--- config.mk ---
export PLATFORM = sky130hd
export DESIGN_NAME = logic_slice_unit_flat
export DESIGN_NICKNAME = d
export VERILOG_FILES = /design/src/rtl/logic_slice_unit_if.sv /design/src/rtl/logic_slice_unit.sv /design/src/flat_wrapper.sv
export SDC_FILE = /design/constraint.sdc
export NUM_CORES = 1
export LEC_CHECK = 0
export ABC_AREA = 1
export BUFFER_PORTS_ARGS = -buffer_cell sky130_fd_sc_hd__buf_2
export CAP_MARGIN = 20
export CORE_ASPECT_RATIO = 0.7
export CORE_MARGIN = 10
export CORE_UTILIZATION = 51
export DETAILED_ROUTE_END_ITERATION = 7
export PLACE_DENSITY = 0.77
export RECOVER_POWER = 25
export SLEW_MARGIN = 25
export SYNTH_ARGS = -nofsm -noshare
export SYNTH_HDL_FRONTEND = slang
export SYNTH_SLANG_ARGS = --single-unit
--- constraint.sdc ---
create_clock -name CLK -period 2.1 [get_ports CLK]
set_input_delay 0 -clock CLK [delete_from_list [all_inputs] [get_ports CLK]]
set_output_delay 0 -clock CLK [all_outputs]
set_load 0.05 [all_outputs]
--- src/rtl/logic_slice_unit_if.sv ---
// Handshake and data bus of logic_slice_unit: request side (START/OP/A/B)
// and result side (Y/ZERO/BUSY/DONE).
interface logic_slice_unit_if #(
    parameter int WIDTH = 32
);
    logic             START;
    logic [2:0]       OP;
    logic [WIDTH-1:0] A;
    logic [WIDTH-1:0] B;
    logic [WIDTH-1:0] Y;
    logic             ZERO;
    logic             BUSY;
    logic             DONE;

    modport master (
        output START, OP, A, B,
        input  Y, ZERO, BUSY, DONE
    );

    modport slave (
        input  START, OP, A, B,
        output Y, ZERO, BUSY, DONE
    );
endinterface

--- src/rtl/logic_slice_unit.sv ---
// Multi-cycle bitwise logic unit: latches operands on START, then computes
// SLICE result bits per cycle (LSB slice first) and pulses DONE.
module logic_slice_unit #(
    parameter int WIDTH = 32,
    parameter int SLICE = 8
) (
    input  logic                CLK,
    input  logic                RST,
    logic_slice_unit_if.slave   bus
);
    localparam int N  = WIDTH / SLICE;
    localparam int CW = (N > 1) ? $clog2(N) : 1;

    if ((SLICE < 1) || (SLICE > WIDTH) || ((WIDTH % SLICE) != 0)) begin : g_bad_params
        $error("logic_slice_unit: SLICE must divide WIDTH and satisfy 1 <= SLICE <= WIDTH");
    end

    typedef enum logic [1:0] {
        S_IDLE,
        S_RUN,
        S_DONE
    } state_t;

    typedef enum logic [2:0] {
        OP_AND  = 3'b000,
        OP_OR   = 3'b001,
        OP_NOR  = 3'b010,
        OP_NOTA = 3'b011,
        OP_BUFA = 3'b100,
        OP_XOR  = 3'b101,
        OP_NAND = 3'b110,
        OP_XNOR = 3'b111
    } op_t;

    state_t           state_q;
    state_t           state_d;
    logic [CW-1:0]    cnt_q;
    logic [WIDTH-1:0] a_q;
    logic [WIDTH-1:0] b_q;
    op_t              op_q;
    logic [WIDTH-1:0] y_q;

    logic             last_slice;
    logic [31:0]      base;
    logic [SLICE-1:0] slice_a;
    logic [SLICE-1:0] slice_b;
    logic [SLICE-1:0] slice_res;
    logic             busy;
    logic             done;

    assign last_slice = (cnt_q == CW'(N - 1));

    // State register
    always_ff @(posedge CLK or negedge RST) begin
        if (!RST) begin
            state_q <= S_IDLE;
        end else begin
            state_q <= state_d;
        end
    end

    // Next-state logic; START is only looked at in IDLE
    always_comb begin
        state_d = state_q;
        unique case (state_q)
            S_IDLE:  if (bus.START) state_d = S_RUN;
            S_RUN:   if (last_slice) state_d = S_DONE;
            S_DONE:  state_d = S_IDLE;
            default: state_d = S_IDLE;
        endcase
    end

    // Moore outputs
    always_comb begin
        busy = 1'b0;
        done = 1'b0;
        unique case (state_q)
            S_IDLE:  begin busy = 1'b0; done = 1'b0; end
            S_RUN:   begin busy = 1'b1; done = 1'b0; end
            S_DONE:  begin busy = 1'b1; done = 1'b1; end
            default: begin busy = 1'b0; done = 1'b0; end
        endcase
    end

    // Current slice operation, selected by the slice counter
    always_comb begin
        base      = 32'(cnt_q) * 32'(SLICE);
        slice_a   = a_q[base +: SLICE];
        slice_b   = b_q[base +: SLICE];
        slice_res = '0;
        unique case (op_q)
            OP_AND:  slice_res = slice_a & slice_b;
            OP_OR:   slice_res = slice_a | slice_b;
            OP_NOR:  slice_res = ~(slice_a | slice_b);
            OP_NOTA: slice_res = ~slice_a;
            OP_BUFA: slice_res = slice_a;
            OP_XOR:  slice_res = slice_a ^ slice_b;
            OP_NAND: slice_res = ~(slice_a & slice_b);
            OP_XNOR: slice_res = ~(slice_a ^ slice_b);
            default: slice_res = '0;
        endcase
    end

    // Operand latch, slice counter and result register
    always_ff @(posedge CLK or negedge RST) begin
        if (!RST) begin
            a_q   <= '0;
            b_q   <= '0;
            op_q  <= OP_AND;
            y_q   <= '0;
            cnt_q <= '0;
        end else begin
            unique case (state_q)
                S_IDLE: begin
                    if (bus.START) begin
                        a_q   <= bus.A;
                        b_q   <= bus.B;
                        op_q  <= op_t'(bus.OP);
                        y_q   <= '0;
                        cnt_q <= '0;
                    end
                end
                S_RUN: begin
                    y_q[base +: SLICE] <= slice_res;
                    cnt_q              <= cnt_q + CW'(1);
                end
                default: ;
            endcase
        end
    end

    assign bus.Y    = y_q;
    assign bus.ZERO = (y_q == '0);
    assign bus.BUSY = busy;
    assign bus.DONE = done;
endmodule

--- src/flat_wrapper.sv ---
// flat-port wrapper written by rule: the top's interface ports become plain ports
module logic_slice_unit_flat 
#(
    parameter int WIDTH = 32,
    parameter int SLICE = 8
)
  (CLK, RST, bus_START, bus_OP, bus_A, bus_B, bus_Y, bus_ZERO, bus_BUSY, bus_DONE);
  logic_slice_unit_if #(.WIDTH(WIDTH)) bus_i ();
  input  logic CLK;
  input  logic RST;
  input wire logic [$bits(bus_i.START)-1:0] bus_START;
  input wire logic [$bits(bus_i.OP)-1:0] bus_OP;
  input wire logic [$bits(bus_i.A)-1:0] bus_A;
  input wire logic [$bits(bus_i.B)-1:0] bus_B;
  output wire logic [$bits(bus_i.Y)-1:0] bus_Y;
  output wire logic [$bits(bus_i.ZERO)-1:0] bus_ZERO;
  output wire logic [$bits(bus_i.BUSY)-1:0] bus_BUSY;
  output wire logic [$bits(bus_i.DONE)-1:0] bus_DONE;
  assign bus_i.START = bus_START;
  assign bus_i.OP = bus_OP;
  assign bus_i.A = bus_A;
  assign bus_i.B = bus_B;
  assign bus_Y = bus_i.Y;
  assign bus_ZERO = bus_i.ZERO;
  assign bus_BUSY = bus_i.BUSY;
  assign bus_DONE = bus_i.DONE;
  logic_slice_unit #(.WIDTH(WIDTH), .SLICE(SLICE)) u_core (.CLK(CLK), .RST(RST), .bus(bus_i));
endmodule
=== Yosys cells after proc, flatten, opt, wreduce, memory -nomap -nowiden ===
Index checks and enable logic that the tools add are counted.

* Flip-flop bits (word level): 103
* Bits in latches: 0
* Bits in writable memories: 0
* Bits in read-only memories: 0
* Bits of input ports: 70
* Output and inout bits: 35
* Memories: 0

* $add $sub $neg: 2
* Multiply operators: 0
* Div/mod/pow operators: 0
* $lt $le $gt $ge: 0
* Equality and inequality tests: 12
* Shift-type cells: 4
* Muxes and demuxes: 11
* Bitwise gates (word level): 7
* Reduce and logical (&&, ||, !) cells: 8

{| class="wikitable"
|+ Operators by type and width
! operator !! number
|-
| $pmux 32 s2 || 1
|-
| $pmux 8 s8 || 1
|-
| $shiftx 32x6->8 || 2
|-
| $neg 5->34 || 1
|-
| $shift 8x34->32 const A || 1
|-
| $shiftx 8x34->32 || 1
|-
| $bwmux 32 || 1
|-
| $logic_not 32->1 || 1
|-
| $mux 32 || 1
|-
| $not 8->8 || 4
|-
| $eq 3x3->1 const B || 4
|-
| $and 8x8->8 || 1
|-
| $or 8x8->8 || 1
|-
| $pmux 2 s2 || 2
|-
| $xor 8x8->8 || 1
|-
| $eq 3x2->1 const B || 2
|-
| $mux 2 || 3
|-
| $reduce_and 2->1 || 3
|-
| $eq 2x2->1 const B || 2
|-
| $eq 3x1->1 const B || 1
|-
| $logic_not 3->1 || 1
|-
| $add 2x1->2 const B || 1
|-
| $eq 2x1->1 const B || 1
|-
| $logic_not 2->1 || 1
|-
| 5 further kinds || 6
|}

=== Depth between registers and ports, before layout ===
* Word-level depth: 7
* Depth in mapped cells: 16

=== Worst setup path after synthesis ===
OpenSTA, ideal clock, no wires.

* Path type: reg2reg
* From: register u_core.cnt_q[0]
* To: register u_core.y_q[11] (netlist: u_core.bus.Y[11])
* Library setup time: 0.129 ns
* Arrival time: 1.927 ns
* Setup slack: 0.044 ns
* Cell stages (with the launch flop): 14
* Path buffers: 2
* Path through: dfrtp_1 > inv_2 > buf_6 > buf_2 > nand2_1 > a32oi_1 > inv_1 > ha_1 > nand4_1 > nand2_1 > nor2_1 > nand3_2 > nand4_1 > o21bai_1

* Word-level cells in the longest chain between the ends: 7
* Elaborated cells between the ends (all ways): 15
* Classes of those cells: add/sub: 1; shift: 4; mux: 3; bitwise: 7

{| class="wikitable"
|+ Ends and longest elaborated chain
! element !! line !! RTL
|-
| start, declared || logic_slice_unit.sv:37 || <nowiki>logic [CW-1:0] cnt_q;</nowiki>
|-
| start signal, assigned || logic_slice_unit.sv:125 || <nowiki>cnt_q <= cnt_q + CW'(1);</nowiki>
|-
| $shiftx 32x6->8 (on tied branches) || logic_slice_unit.sv:88, logic_slice_unit.sv:89 ||
|-
| $xor 8x8->8, or another cell as far along || logic_slice_unit.sv:97, logic_slice_unit.sv:99 ||
|-
| $not 8->8 (on tied branches) || logic_slice_unit.sv:99, logic_slice_unit.sv:94, logic_slice_unit.sv:98 ||
|-
| $pmux 8 s8 || logic_slice_unit.sv:91 || <nowiki>unique case (op_q)</nowiki>
|-
| $shiftx 8x34->32 || logic_slice_unit.sv:124 || <nowiki>y_q[base +: SLICE] <= slice_res;</nowiki>
|-
| $bwmux 32 (*) || logic_slice_unit.sv:124 ||
|-
| $pmux 32 s2 (*) || logic_slice_unit.sv:113 || <nowiki>unique case (state_q)</nowiki>
|-
| end signal, assigned by index || logic_slice_unit.sv:124 ||
|-
| end, declared || logic_slice_unit.sv:41 || <nowiki>logic [WIDTH-1:0] y_q;</nowiki>
|}

Every way passes the cells marked *; elsewhere a longest branch is shown, timed or not.
A chain may end at the register's enable or synchronous reset.

=== Worst setup path in the final report ===
* From: register u_core.cnt_q[0]
* To: register u_core.y_q[14] (netlist: u_core.bus.Y[14])

Same word-level chain as after synthesis.

==> summary by stage <==
Worst hold path
The start point of the worst min-delay path is bus_START. The worst min-delay path category is in2reg. Along the worst hold path, the cell count comes to 4. The end of the worst hold path is u_core.cnt_q[0].

Setup path
On the worst path, the slowest cell contributes a delay of between 0.4 and 0.5 ns. The startpoint identified for the worst register-to-register timing path is u_core.cnt_q[0]. The type of the worst setup path is reg2reg. Counting cells, the worst reg-to-reg path comes to 13. For this design, the slowest cell found on the critical path is sky130_fd_sc_hd__dfrtp_2. The worst register-to-register path ends at u_core.bus.Y[14]. The buffering stage count on the worst path with inverters included is 4.

The worst setup path is captured at a flop. The critical path goes through inv_4 > buf_6 > nand2_1 > a32oi_2 > buf_4 > inv_2 > ha_4 > nand4_1 > nand2_1 > nor2_1 > nand3_2 > nand4_1 > o21bai_1. The register-to-register setup slack is -0.007 ns. Data arrives at the worst endpoint at ~2.4 ns. Of all nets on the critical path, the largest fanout is 8. The worst path required time is roughly 2.4 ns. The cell family contributing the most delay on the critical path is simple AND/OR/NAND/NOR gates.

The worst setup path is launched from a flop.

STA
The clock skew after layout is approximately 0.0086 ns. The total count of hold-check failures in the final report is 0. The count of final setup violators is 1. The count of pins over their slew limit is 0.

Derived from the worst setup path, the maximum achievable clock frequency is around 470 MHz. The post-layout minimum cycle time is about 2.1 ns. Setup repair after global routing could not meet its margin everywhere.

Of the available clock period, the critical path in the final layout requires 1.00. The worst slew slack as a fraction of its limit is 0.159. Final hold analysis gives a worst-case slack of approximately 0.096 ns.

The measured slew at the worst slew-check pin is approximately 1.3 ns. After layout, the worst setup slack is -0.00653 ns.

Cells and area
The synthesis-to-layout area growth is 37.2%. The share of the core filled with cells in the final layout is 0.714. 0 antenna diodes ended up in the layout.

In the final design database the tool counted about 1,000 nets. The layout cell share with drive strength beyond 1 is 0.245. The area of all placed cells without fillers is just under 0.008 mm². The leading cell type in the layout, fill and taps excluded is sky130_fd_sc_hd__nand2_1. The final instance count without filler cells is about 1,100.

The library cells used most frequently in the layout, excluding fill and tap cells, are sky130_fd_sc_hd__nand2_1, sky130_fd_sc_hd__buf_2, sky130_fd_sc_hd__dfrtp_1. Fill cells in the final layout number around 850.

GRT
The first-pass GRT wire length is approximately 28,000 µm. The combined global-route utilization of all metal layers is 0.213. After global routing the overflow that remains totals 0.

The maximum number of pins on one net before global-route repair is between 60 and 70. The number of antenna violations at the first check in global routing came to 0. The number of global-route vias before repair is ~5,500.

Synthesis
The flip-flop and latch count after synthesis is between 100 and 150. The number of distinct library cells after synthesis is 28. The net count of the mapped netlist is 853.

The summed instance area of the synthesized netlist is 0.00571 mm². Of all cell types, the one taking the most synthesized area is sky130_fd_sc_hd__dfrtp_1. The most used flip-flop cell after synthesis is sky130_fd_sc_hd__dfrtp_1. Sorting the synthesized cells by area gives the leading types as sky130_fd_sc_hd__dfrtp_1, sky130_fd_sc_hd__nand2_1, sky130_fd_sc_hd__ha_1, sky130_fd_sc_hd__nand4_1, sky130_fd_sc_hd__inv_1. Yosys printed 0 warnings. The register area share after synthesis is 0.452. Dividing the synthesized area by the synthesized cell count gives ~7.5 µm². The number of instances in the synthesized netlist is 760. The share of synthesized registers carrying an async set or reset is 1.00. Of the post-synthesis cell area, the dominant cell type holds 0.452.

The synthesized design contains 0 enable-type register cells.

Floorplanning
After floorplanning, the core was divided into 32 placement rows. The top-level port count is 105. The x dimension of the die is about 150 µm.

The die is between 100 and 150 µm tall. In this run the standard cell core region covers between 0.01 and 0.015 mm². The total die area is 0.0159 mm². For this configuration, the core starts out at a cell density of 0.520.

Placed design
The global placement routability congestion is about 0.87. Once placement completed, the tool counted placed cells totaling 1,018. Before CTS, the worst setup slack after placement is -0.0295 ns.

The placed instances occupy a cell area of 0.00654 mm². Once detailed placement completed, the half-perimeter wirelength came to 11,600 µm. The port buffer count is between 100 and 150.

Power and ir drop
The analysis attributes to net switching a power of approximately 6 mW. Of the total power, the share spent switching nets is 0.485. Power spread over the standard cell area amounts to between 1500 and 2000 mW/mm². The proportion of power drawn by combinational gates is 0.599.

Of the total power, the clock network draws 0.134. The share of total power in sequential cells is 0.267. The peak supply drop is ~1200 µV.

Internal power comes to 6.41 mW. Summed over all cells, the static leakage comes to a little over 4 nW.

Drt
The total number of vias is about 5,700. In the detailed route, the total length drawn on met3 is between 1000 and 1500 µm. Dividing the detail-routed via count by the number of cells gives roughly 5. The count of antenna-violating nets left after detailed routing is 0.

The top routing layer in use is met4. After detailed routing, the total wire length is around 17,000 µm. The detailed-routing iteration count for the pre-antenna-repair pass is 5. The wire length on met2 is ~7700 µm. The DRC violation count after routing is 0. After detailed routing, the average wire length per cell comes to approximately 16 µm.

The count of routing violations after the opening detailed-route iteration is about 550. The detailed-routing wirelength on met1 is between 7000 and 8000 µm.

Clock network
Clock-pin slew was measured on the worst setup and hold paths at 0.07 ns. The longest clock path from root to sink contains 2 buffers. Clock tree synthesis selected as its root buffer the cell sky130_fd_sc_hd__clkbuf_16. CTS saw a little over 100 sinks. The TritonCTS clock tree is built. The clock tree synthesis step divided the H-tree into 3 levels. The number of buffers created by CTS is 9. The clock reaches the later pin of the worst-skew pair after around 0.35 ns.

Job
The number of max-capacitance violations reported is 0.

Run status
The final reports fail on negative setup slack. The flow ran to the end, but the final reports show violations.
[power by group through the flow]
stage | sequential, mW | clock [mW] | combinational (mW)
2_1_floorplan | 3.31 | 0 | 4.37
3_3_place_gp | 3.29 | 0 | 6.14
3_5_place_dp | 3.29 | 0 | 6.28
4_1_cts | 3.27 | 1.68 | 6.60
5_1_grt | 3.40 | 1.76 | 8.22
6_report | 3.33 | 1.66 | 7.46
[sequential cells by signal, summed over array words and instances, names as in the netlist]
register and count:
u_core.cnt_q 2, u_core.op_q 3, u_core.a_q 32, u_core.state_q 2, u_core.b_q 32, u_core.bus.Y 32
[metrics by stage]
step	total power, mW	TNS [ns]
floorplan	7.68	0
finish	12.4	-0.00653
CTS	11.6	-0.0186
global route	13.4	-5.49
detailed placement	9.56	-0.0975
global placement	9.43	0
[logic make-up (layout without fill, tap and decap cells)]
logic type / count (synthesis) / count (layout) / synth area share
compound gates: 52 / 52 / 0.0616
buf+inv: 111 / 310 / 0.0829
fa+ha+maj: 23 / 23 / 0.0504
flops: 103 / 103 / 0.452
simple gates: 471 / 471 / 0.353
[layout make-up]
type / instances / area [µm²] / area share
multi-input cells: 546 / 2880 / 0.368
flip-flops and latches: 103 / 2580 / 0.330
repair buffers: 216 / 1580 / 0.202
inverters: 77 / 302 / 0.0385
clock buffers: 12 / 236 / 0.0302
well taps: 153 / 191 / 0.0245
clock inverters: 4 / 55.1 / 0.00703
repair inverters: 1 / 5.00 / 0.000639
[cell usage after synthesis (2+ instances only)]
cell type                  count
sky130_fd_sc_hd__nand2_1     351
sky130_fd_sc_hd__dfrtp_1     103
sky130_fd_sc_hd__inv_1        68
sky130_fd_sc_hd__nand4_1      45
sky130_fd_sc_hd__nor2_1       27
sky130_fd_sc_hd__nand3_1      26
sky130_fd_sc_hd__ha_1         23
sky130_fd_sc_hd__o21bai_1     16
sky130_fd_sc_hd__clkbuf_1     15
sky130_fd_sc_hd__buf_2        10
sky130_fd_sc_hd__a21oi_1       9
sky130_fd_sc_hd__a32oi_1       8
sky130_fd_sc_hd__nand3_2       8
sky130_fd_sc_hd__nor4_1        8
sky130_fd_sc_hd__o22ai_1       8
sky130_fd_sc_hd__buf_4         7
sky130_fd_sc_hd__inv_2         7
sky130_fd_sc_hd__o21ai_0       7
sky130_fd_sc_hd__buf_6         2
sky130_fd_sc_hd__nor2_2        2
sky130_fd_sc_hd__nor3_2        2
sky130_fd_sc_hd__o21ai_2       2
[repair_timing]
| action | in CTS | in global routing |
|---|---|---|
| hold buffers | 68 | 0 |
| pin swaps | 10 | 32 |
| buffers inserted | 1 | 8 |
| cloned | 0 | 1 |
| resized for setup | 13 | 49 |
| endpoints found under the hold margin | 170 | 0 |
| setup endpoints to repair | 12 | 32 |
[metal layers]
metal  up-vias  track usage
met5         -            0
met4         0       0.0499
met3        21       0.0568
met2       236        0.331
met1      2631        0.292
li1       2817            -
[worst max-delay path by stage]
stage	start	to	slack, ns	depth (start not counted)
floorplan	u_core.cnt_q[0]	u_core.bus.Y[11]	0.04	13
global placement	u_core.cnt_q[0]	u_core.bus.Y[14]	0.05	13
detailed placement	u_core.cnt_q[0]	u_core.bus.Y[15]	-0.03	12
CTS	u_core.cnt_q[0]	u_core.bus.Y[15]	-0.02	13
global route	u_core.cnt_q[0]	u_core.bus.Y[14]	-0.16	14
finish	u_core.cnt_q[0]	u_core.bus.Y[14]	-0.007	13
[tightest hold or removal path: cells and delay by family]
family	cells	cell delay, ns
AND/OR/NAND/NOR	2	0.23
buffers and inverters	1	0.09
AO/OA/AOI/OAI	1	0.08
Note: power is estimated with default switching activity, not from simulation.
